===== config.mk =====
export PLATFORM = sky130hd
export DESIGN_NAME = lsu_mem_if_flat
export DESIGN_NICKNAME = d
export VERILOG_FILES = /design/src/rtl/lsu_mem_if_if.sv /design/src/rtl/lsu_mem_if.sv /design/src/flat_wrapper.sv
export SDC_FILE = /design/constraint.sdc
export NUM_CORES = 1
export LEC_CHECK = 0
export BUFFER_PORTS_ARGS = -buffer_cell sky130_fd_sc_hd__buf_4
export CAP_MARGIN = 20
export CORE_ASPECT_RATIO = 0.9
export CORE_MARGIN = 10
export CORE_UTILIZATION = 41
export CTS_CLUSTER_SIZE = 20
export DETAILED_ROUTE_END_ITERATION = 16
export GPL_TIMING_DRIVEN = 1
export HOLD_SLACK_MARGIN = 0.02
export PLACE_DENSITY = 0.82
export SYNTH_ARGS = -nofsm -noshare
export SYNTH_HDL_FRONTEND = slang
export SYNTH_SLANG_ARGS = --single-unit

===== constraint.sdc =====
create_clock -name mem_clk -period 2.55 [get_ports mem_clk]
set_clock_uncertainty 0.2 [all_clocks]
set_input_delay 0.51 -clock mem_clk [delete_from_list [all_inputs] [get_ports mem_clk]]
set_output_delay 0.51 -clock mem_clk [all_outputs]
set_load 0.01 [all_outputs]

===== src/rtl/lsu_mem_if_if.sv =====
// lsu_mem_if_if -- bundles the execute-stage request, the data-memory port and
// the load result of lsu_mem_if into one interface.
//   slave  : the load/store unit (requests in, memory port and result out)
//   master : the requester/memory side (drives requests and read data)
// Parameters must match the lsu_mem_if instance that uses this interface.
interface lsu_mem_if_if #(
    parameter int DATA_WIDTH = 32,
    parameter int ADDR_WIDTH = 32
);
    localparam int NB = DATA_WIDTH / 8;

    // execute-stage request
    logic                  req_valid;
    logic                  req_we;
    logic [ADDR_WIDTH-1:0] req_addr;
    logic [DATA_WIDTH-1:0] req_wdata;
    logic [1:0]            req_size;
    logic                  req_unsigned;
    logic                  stall_en;

    // synchronous data-memory port
    logic [DATA_WIDTH-1:0] data_mem_read_data;
    logic                  data_mem_write_en;
    logic [ADDR_WIDTH-1:0] data_mem_write_addr;
    logic [DATA_WIDTH-1:0] data_mem_write_data;
    logic [NB-1:0]         data_mem_strobe;
    logic                  data_mem_read_en;
    logic [ADDR_WIDTH-1:0] data_mem_read_addr;

    // load result towards the register file
    logic [DATA_WIDTH-1:0] rd_data;
    logic                  rd_valid;
    logic                  misalign_err;

    modport slave (
        input  req_valid, req_we, req_addr, req_wdata, req_size, req_unsigned,
               stall_en, data_mem_read_data,
        output data_mem_write_en, data_mem_write_addr, data_mem_write_data,
               data_mem_strobe, data_mem_read_en, data_mem_read_addr,
               rd_data, rd_valid, misalign_err
    );

    modport master (
        output req_valid, req_we, req_addr, req_wdata, req_size, req_unsigned,
               stall_en, data_mem_read_data,
        input  data_mem_write_en, data_mem_write_addr, data_mem_write_data,
               data_mem_strobe, data_mem_read_en, data_mem_read_addr,
               rd_data, rd_valid, misalign_err
    );
endinterface


===== src/rtl/lsu_mem_if.sv =====
// lsu_mem_if -- load/store unit between the execute stage and a synchronous
// data memory. Stores go out combinationally with lane-shifted data and byte
// strobes; loads issue a read, then extract and sign/zero-extend the returned
// lane into a registered result that holds while the pipeline is stalled.
// Misaligned (or illegal dword on a 32-bit path) requests never reach memory
// and raise a one-cycle misalign_err.
// Ports:
//   mem_clk  : clock
//   mem_rst  : asynchronous active-low reset
//   bus      : lsu_mem_if_if.slave (request, memory port, load result)
module lsu_mem_if #(
    parameter int DATA_WIDTH = 32,
    parameter int ADDR_WIDTH = 32
) (
    input  logic          mem_clk,
    input  logic          mem_rst,
    lsu_mem_if_if.slave   bus
);
    localparam int NB  = DATA_WIDTH / 8;
    localparam int OFS = $clog2(NB);

    typedef enum logic { IDLE, PEND } pend_state_t;

    pend_state_t state, state_nxt;

    logic [OFS-1:0]        offset;
    logic [OFS+2:0]        wr_shamt;
    logic [ADDR_WIDTH-1:0] aligned_addr;
    logic                  aligned;
    logic [NB-1:0]         size_mask;
    logic                  req_go;
    logic                  accept;
    logic                  reject;
    logic                  load_go;

    // load-pending stage
    logic [OFS-1:0]        offset_r;
    logic [1:0]            size_r;
    logic                  uns_r;

    // extraction
    logic [OFS+2:0]        rd_shamt;
    logic [DATA_WIDTH-1:0] shifted;
    logic [DATA_WIDTH-1:0] lane_msk;
    logic                  sign_bit;
    logic [DATA_WIDTH-1:0] ext_data;

    assign offset       = bus.req_addr[OFS-1:0];
    assign wr_shamt     = {offset, 3'b000};
    assign aligned_addr = bus.req_addr & ~ADDR_WIDTH'(NB - 1);

    always_comb begin
        aligned   = 1'b0;
        size_mask = '0;
        case (bus.req_size)
            2'd0: begin
                aligned   = 1'b1;
                size_mask = NB'(1);
            end
            2'd1: begin
                aligned   = ~bus.req_addr[0];
                size_mask = NB'(2'b11);
            end
            2'd2: begin
                aligned   = (bus.req_addr[1:0] == 2'b00);
                size_mask = NB'(4'hF);
            end
            default: begin
                // dword only exists on the 64-bit data path
                aligned   = (DATA_WIDTH == 64) && (bus.req_addr[2:0] == 3'b000);
                size_mask = '1;
            end
        endcase
    end

    // mem_rst gates acceptance so every combinational output is 0 in reset
    assign req_go  = mem_rst & bus.req_valid & ~bus.stall_en;
    assign accept  = req_go & aligned;
    assign reject  = req_go & ~aligned;
    assign load_go = accept & ~bus.req_we;

    always_comb begin
        bus.data_mem_write_en   = 1'b0;
        bus.data_mem_write_addr = '0;
        bus.data_mem_write_data = '0;
        bus.data_mem_strobe     = '0;
        bus.data_mem_read_en    = 1'b0;
        bus.data_mem_read_addr  = '0;
        if (accept && bus.req_we) begin
            bus.data_mem_write_en   = 1'b1;
            bus.data_mem_write_addr = aligned_addr;
            bus.data_mem_write_data = bus.req_wdata << wr_shamt;
            bus.data_mem_strobe     = size_mask << offset;
        end
        if (load_go) begin
            bus.data_mem_read_en   = 1'b1;
            bus.data_mem_read_addr = aligned_addr;
        end
    end

    // load-pending state machine
    always_ff @(posedge mem_clk or negedge mem_rst) begin
        if (!mem_rst) state <= IDLE;
        else          state <= state_nxt;
    end

    always_comb begin
        state_nxt = IDLE;
        if (load_go) state_nxt = PEND;
    end

    always_ff @(posedge mem_clk or negedge mem_rst) begin
        if (!mem_rst) begin
            offset_r <= '0;
            size_r   <= '0;
            uns_r    <= 1'b0;
        end else if (load_go) begin
            offset_r <= offset;
            size_r   <= bus.req_size;
            uns_r    <= bus.req_unsigned;
        end
    end

    // Extension is done by masking the lane and OR-ing in the inverted mask
    // when the access is signed and negative.
    assign rd_shamt = {offset_r, 3'b000};
    assign shifted  = bus.data_mem_read_data >> rd_shamt;

    always_comb begin
        lane_msk = '1;
        sign_bit = shifted[DATA_WIDTH-1];
        case (size_r)
            2'd0: begin
                lane_msk = DATA_WIDTH'(8'hFF);
                sign_bit = shifted[7];
            end
            2'd1: begin
                lane_msk = DATA_WIDTH'(16'hFFFF);
                sign_bit = shifted[15];
            end
            2'd2: begin
                lane_msk = DATA_WIDTH'(32'hFFFF_FFFF);
                sign_bit = shifted[31];
            end
            default: ;
        endcase
        ext_data = (shifted & lane_msk) | ((sign_bit && !uns_r) ? ~lane_msk : '0);
    end

    // Memory returns data unconditionally, so PEND always loads the result
    // even when stalled; otherwise a stall holds it.
    always_ff @(posedge mem_clk or negedge mem_rst) begin
        if (!mem_rst) begin
            bus.rd_data  <= '0;
            bus.rd_valid <= 1'b0;
        end else if (state == PEND) begin
            bus.rd_data  <= ext_data;
            bus.rd_valid <= 1'b1;
        end else if (!bus.stall_en) begin
            bus.rd_valid <= 1'b0;
        end
    end

    always_ff @(posedge mem_clk or negedge mem_rst) begin
        if (!mem_rst) bus.misalign_err <= 1'b0;
        else          bus.misalign_err <= reject;
    end
endmodule


===== src/flat_wrapper.sv =====
// flat-port wrapper written by rule: the top's interface ports become plain ports
module lsu_mem_if_flat 
#(
    parameter int DATA_WIDTH = 32,
    parameter int ADDR_WIDTH = 32
)
  (mem_clk, mem_rst, bus_req_valid, bus_req_we, bus_req_addr, bus_req_wdata, bus_req_size, bus_req_unsigned, bus_stall_en, bus_data_mem_read_data, bus_data_mem_write_en, bus_data_mem_write_addr, bus_data_mem_write_data, bus_data_mem_strobe, bus_data_mem_read_en, bus_data_mem_read_addr, bus_rd_data, bus_rd_valid, bus_misalign_err);
  lsu_mem_if_if #(.DATA_WIDTH(DATA_WIDTH), .ADDR_WIDTH(ADDR_WIDTH)) bus_i ();
  input  logic mem_clk;
  input  logic mem_rst;
  input wire logic [$bits(bus_i.req_valid)-1:0] bus_req_valid;
  input wire logic [$bits(bus_i.req_we)-1:0] bus_req_we;
  input wire logic [$bits(bus_i.req_addr)-1:0] bus_req_addr;
  input wire logic [$bits(bus_i.req_wdata)-1:0] bus_req_wdata;
  input wire logic [$bits(bus_i.req_size)-1:0] bus_req_size;
  input wire logic [$bits(bus_i.req_unsigned)-1:0] bus_req_unsigned;
  input wire logic [$bits(bus_i.stall_en)-1:0] bus_stall_en;
  input wire logic [$bits(bus_i.data_mem_read_data)-1:0] bus_data_mem_read_data;
  output wire logic [$bits(bus_i.data_mem_write_en)-1:0] bus_data_mem_write_en;
  output wire logic [$bits(bus_i.data_mem_write_addr)-1:0] bus_data_mem_write_addr;
  output wire logic [$bits(bus_i.data_mem_write_data)-1:0] bus_data_mem_write_data;
  output wire logic [$bits(bus_i.data_mem_strobe)-1:0] bus_data_mem_strobe;
  output wire logic [$bits(bus_i.data_mem_read_en)-1:0] bus_data_mem_read_en;
  output wire logic [$bits(bus_i.data_mem_read_addr)-1:0] bus_data_mem_read_addr;
  output wire logic [$bits(bus_i.rd_data)-1:0] bus_rd_data;
  output wire logic [$bits(bus_i.rd_valid)-1:0] bus_rd_valid;
  output wire logic [$bits(bus_i.misalign_err)-1:0] bus_misalign_err;
  assign bus_i.req_valid = bus_req_valid;
  assign bus_i.req_we = bus_req_we;
  assign bus_i.req_addr = bus_req_addr;
  assign bus_i.req_wdata = bus_req_wdata;
  assign bus_i.req_size = bus_req_size;
  assign bus_i.req_unsigned = bus_req_unsigned;
  assign bus_i.stall_en = bus_stall_en;
  assign bus_i.data_mem_read_data = bus_data_mem_read_data;
  assign bus_data_mem_write_en = bus_i.data_mem_write_en;
  assign bus_data_mem_write_addr = bus_i.data_mem_write_addr;
  assign bus_data_mem_write_data = bus_i.data_mem_write_data;
  assign bus_data_mem_strobe = bus_i.data_mem_strobe;
  assign bus_data_mem_read_en = bus_i.data_mem_read_en;
  assign bus_data_mem_read_addr = bus_i.data_mem_read_addr;
  assign bus_rd_data = bus_i.rd_data;
  assign bus_rd_valid = bus_i.rd_valid;
  assign bus_misalign_err = bus_i.misalign_err;
  lsu_mem_if #(.DATA_WIDTH(DATA_WIDTH), .ADDR_WIDTH(ADDR_WIDTH)) u_core (.mem_clk(mem_clk), .mem_rst(mem_rst), .bus(bus_i));
endmodule

==> summary.txt <==
Cells and area
  • Layout Area Growth over Synthesis: 62.2%
  • Layout Nets: 718
  • Layout cells sized above 1: 47.2%
  • Most common cell after layout, fill and taps aside: buf_4
  • Util after Layout: 68.4%
  • Antenna Cells: 0
  • Most frequent cells in the layout: buf_4 (248), and2_1 (58), nor2_1 (50), dfrtp_1 (40), a21oi_1 (33)

Place
  • GP Congestion: 0.918
  • Port-buffer cells: 235
  • Pre-CTS setup slack: 0.0801 ns
  • DP HPWL: 11.9 mm

Critical path
  • Critical path arrival: 1.76 ns
  • WP data required: 1.84 ns
  • R2r setup slk: 0.26 ns
  • CP Launch Type: input pin
  • WS Path Type: in -> out
  • CP endpoint kind: primary output
  • Crit-path max FO: 13

Route
  • DR WL/cell: 20.5 um
  • Drt pass-1 iters: 5
  • ANT nets after route: 0
  • Routed WL: 14.6 mm
  • Via count: 3729
  • Via/cell ratio: 5.24
  • DRC Markers: 0
  • Starting DRT DRC Count: 151

Clock network
  • Post-CTS setup buffer count: 0
  • Clock Sinks: 40
  • Root buffer cell: clkbuf_8
  • CTS tree: built
  • CTS H-Tree Depth: 2
  • Cts bufs inserted: 5
  • Reg clk slew, reported paths: 0.07 ns
  • Worst skew pair latency: 0.29 ns
  • Clk buf depth: 2

Status
  • Status: completed

STA
  • Relative slew margins: 55.6%
  • Period utilisation layout: 97.0%
  • Final hold vios: 0
  • Sum Neg Setup Slack: 0 ns
  • Setup WS post-layout: 0.0764 ns
  • F_max: 404 MHz
  • Final setup vio count: 0
  • Max-slew violations: 0
  • RSZ-0062 raised after global routing: true
  • Fin crit period: 2.47 ns
  • Worst slew pin tran: 0.665 ns

Die
  • Die H: 104 um
  • Row cnt: 30
  • Initial core utilization: 42.1%
  • Die area: 11700 um2
  • Core Footprint: 7580 um2
  • I/O pins: 240
  • Die width: 113 um

Hold path
  • Worst Hold Class: in -> async

Synth
  • Sequential fraction of the synthesis area: 31.3%
  • Cells after Synth: 393
  • Yosys Warn Count: 0
  • Avg Inst Size Synth: 8.13 um2
  • Netlist cell types: 37
  • #FFs+latches synth: 40
  • Post-Syn Area: 3200 um2

Pwr
  • LEAKAGE: 2.62 nW
  • Overall power: 2.89 mW
  • Pwr dens: 557 nW/um2
  • VDD IR max: 335 uV

GRT
  • First-pass GRT wire length: 21.8 mm
  • Initial antenna violation count: 0
  • Gr ovfl total: 0
  • Vias in the first global route: 3890
  • Largest net degree at the start of global routing: 41
  • Total track usage: 22.8%

Flow run
  • Number of max-cap violations: 0
[layout make-up]
cell class / count / area (um2)
Clock buffer: 6 / 72.6
Clock inverter: 2 / 35.0
Fill cell: 627 / 2400
Inverter: 3 / 11.3
Multi-Input combinational cell: 313 / 2020
Sequential cell: 40 / 1000
Tap cell: 96 / 120
Timing Repair Buffer: 251 / 1920
[cells in the mapped netlist]
master	instances	area (um2)
nand2b_1	1	6.26
a21o_1	1	7.51
nand3b_1	3	22.5
o22a_1	1	8.76
o22ai_2	1	12.5
xnor2_1	1	8.76
o21ai_0	4	20.0
o21a_1	1	7.51
mux2i_1	26	260
buf_4	5	37.5
xor2_1	1	8.76
inv_2	1	3.75
nor2b_1	20	125
and2_1	60	375
a21oi_1	33	165
nand2_1	19	71.3
mux2_2	21	236
nor3_4	1	16.3
or2_2	1	6.26
o22ai_1	1	6.26
o21ai_2	1	8.76
nor3b_1	2	15.0
clkbuf_2	3	15.0
clkbuf_1	13	48.8
nor3_1	18	90.1
a31o_2	1	8.76
inv_1	2	7.51
o21ai_1	1	5.00
a211oi_1	30	225
conb_1	1	3.75
dfrtp_1	40	1000
buf_2	12	60.1
buf_1	7	26.3
and3_1	8	50.1
a2111oi_4	1	27.5
nor2_1	50	188
nand4b_1	1	8.76
[worst max-delay path, stage by stage]
cell and delay [ns]:
buf_4 0.13, o21a_1 0.19, o22ai_1 0.17, nand2b_1 0.14
buf_4 0.21, nor3_1 0.23, buf_4 0.17
[metal layers]
layer / vias to the layer above / wire, um / GRT usage, %
li1: 1791 / - / -
met1: 1757 / 5400 / 24.9
met2: 163 / 7210 / 38.5
met3: 18 / 1670 / 11.1
met4: 0 / 280 / 5.53
met5: - / 0 / 0
[metrics by stage]
stage                     hold slack, ns  instance area (um2)  cells
after detailed placement           0.292                 5060    703
after floorplan                   0.0144                 3210    396
after global placement             0.273                 5060    703
after global routing               0.148                 5180    711
after CTS                          0.130                 5170    711
final                              0.115                 5180    711
[sequential cells by signal, summed over array words and instances (netlist names)]
| register | cells |
|---|---|
| u_core.bus.misalign_err | 1 |
| u_core.bus.rd_data | 32 |
| u_core.bus.rd_valid | 1 |
| u_core.offset_r | 2 |
| u_core.size_r | 2 |
| u_core.state | 1 |
| u_core.uns_r | 1 |
[timing repair]
action | CTS | global route
endpoints found under the setup margin | 0 | 4
gates resized for setup | 0 | 4
hold buffers | 0 | 0
[logic make-up after synthesis]
logic type                after synthesis  share of synthesized area, %
xor gates and xnor gates                2                         0.548
buffers and inverters                  43                          6.23
and+or+nand+nor                       184                          30.5
muxes                                  47                          15.5
AOI/OAI and AO/OA                      76                          15.7
DFF                                    40                          31.3
other                                   1                         0.117
[where the power goes]
part           total (mW)  internal, mW  switching [mW]  leakage [nW]
sequential           1.05         0.873           0.174         0.481
combinational        1.34         0.689           0.652          2.08
clock               0.499         0.290           0.209        0.0552
total                2.89          1.85            1.04          2.62
[worst paths after layout]
| kind | from | endpoint | depth (start not counted) |
|---|---|---|---|
| worst max-delay path | bus_req_addr[0] | bus_data_mem_write_data[13] | 7 |
| max in group asynchronous | mem_rst | u_core.bus.rd_data[7]$_DFFE_PN0P_ | 2 |
| worst min register to register | u_core.bus.rd_valid$_DFFE_PN0P_ | u_core.bus.rd_valid$_DFFE_PN0P_ | 2 |
| min in group mem_clk | bus_stall_en | u_core.bus.rd_valid$_DFFE_PN0P_ | 3 |
| worst max register to register | u_core.offset_r[1]$_DFFE_PN0P_ | u_core.bus.rd_data[24]$_DFFE_PN0P_ | 5 |
| worst min-delay path | mem_rst | u_core.bus.rd_data[22]$_DFFE_PN0P_ | 2 |
Note: power is estimated with default switching activity, not from simulation.
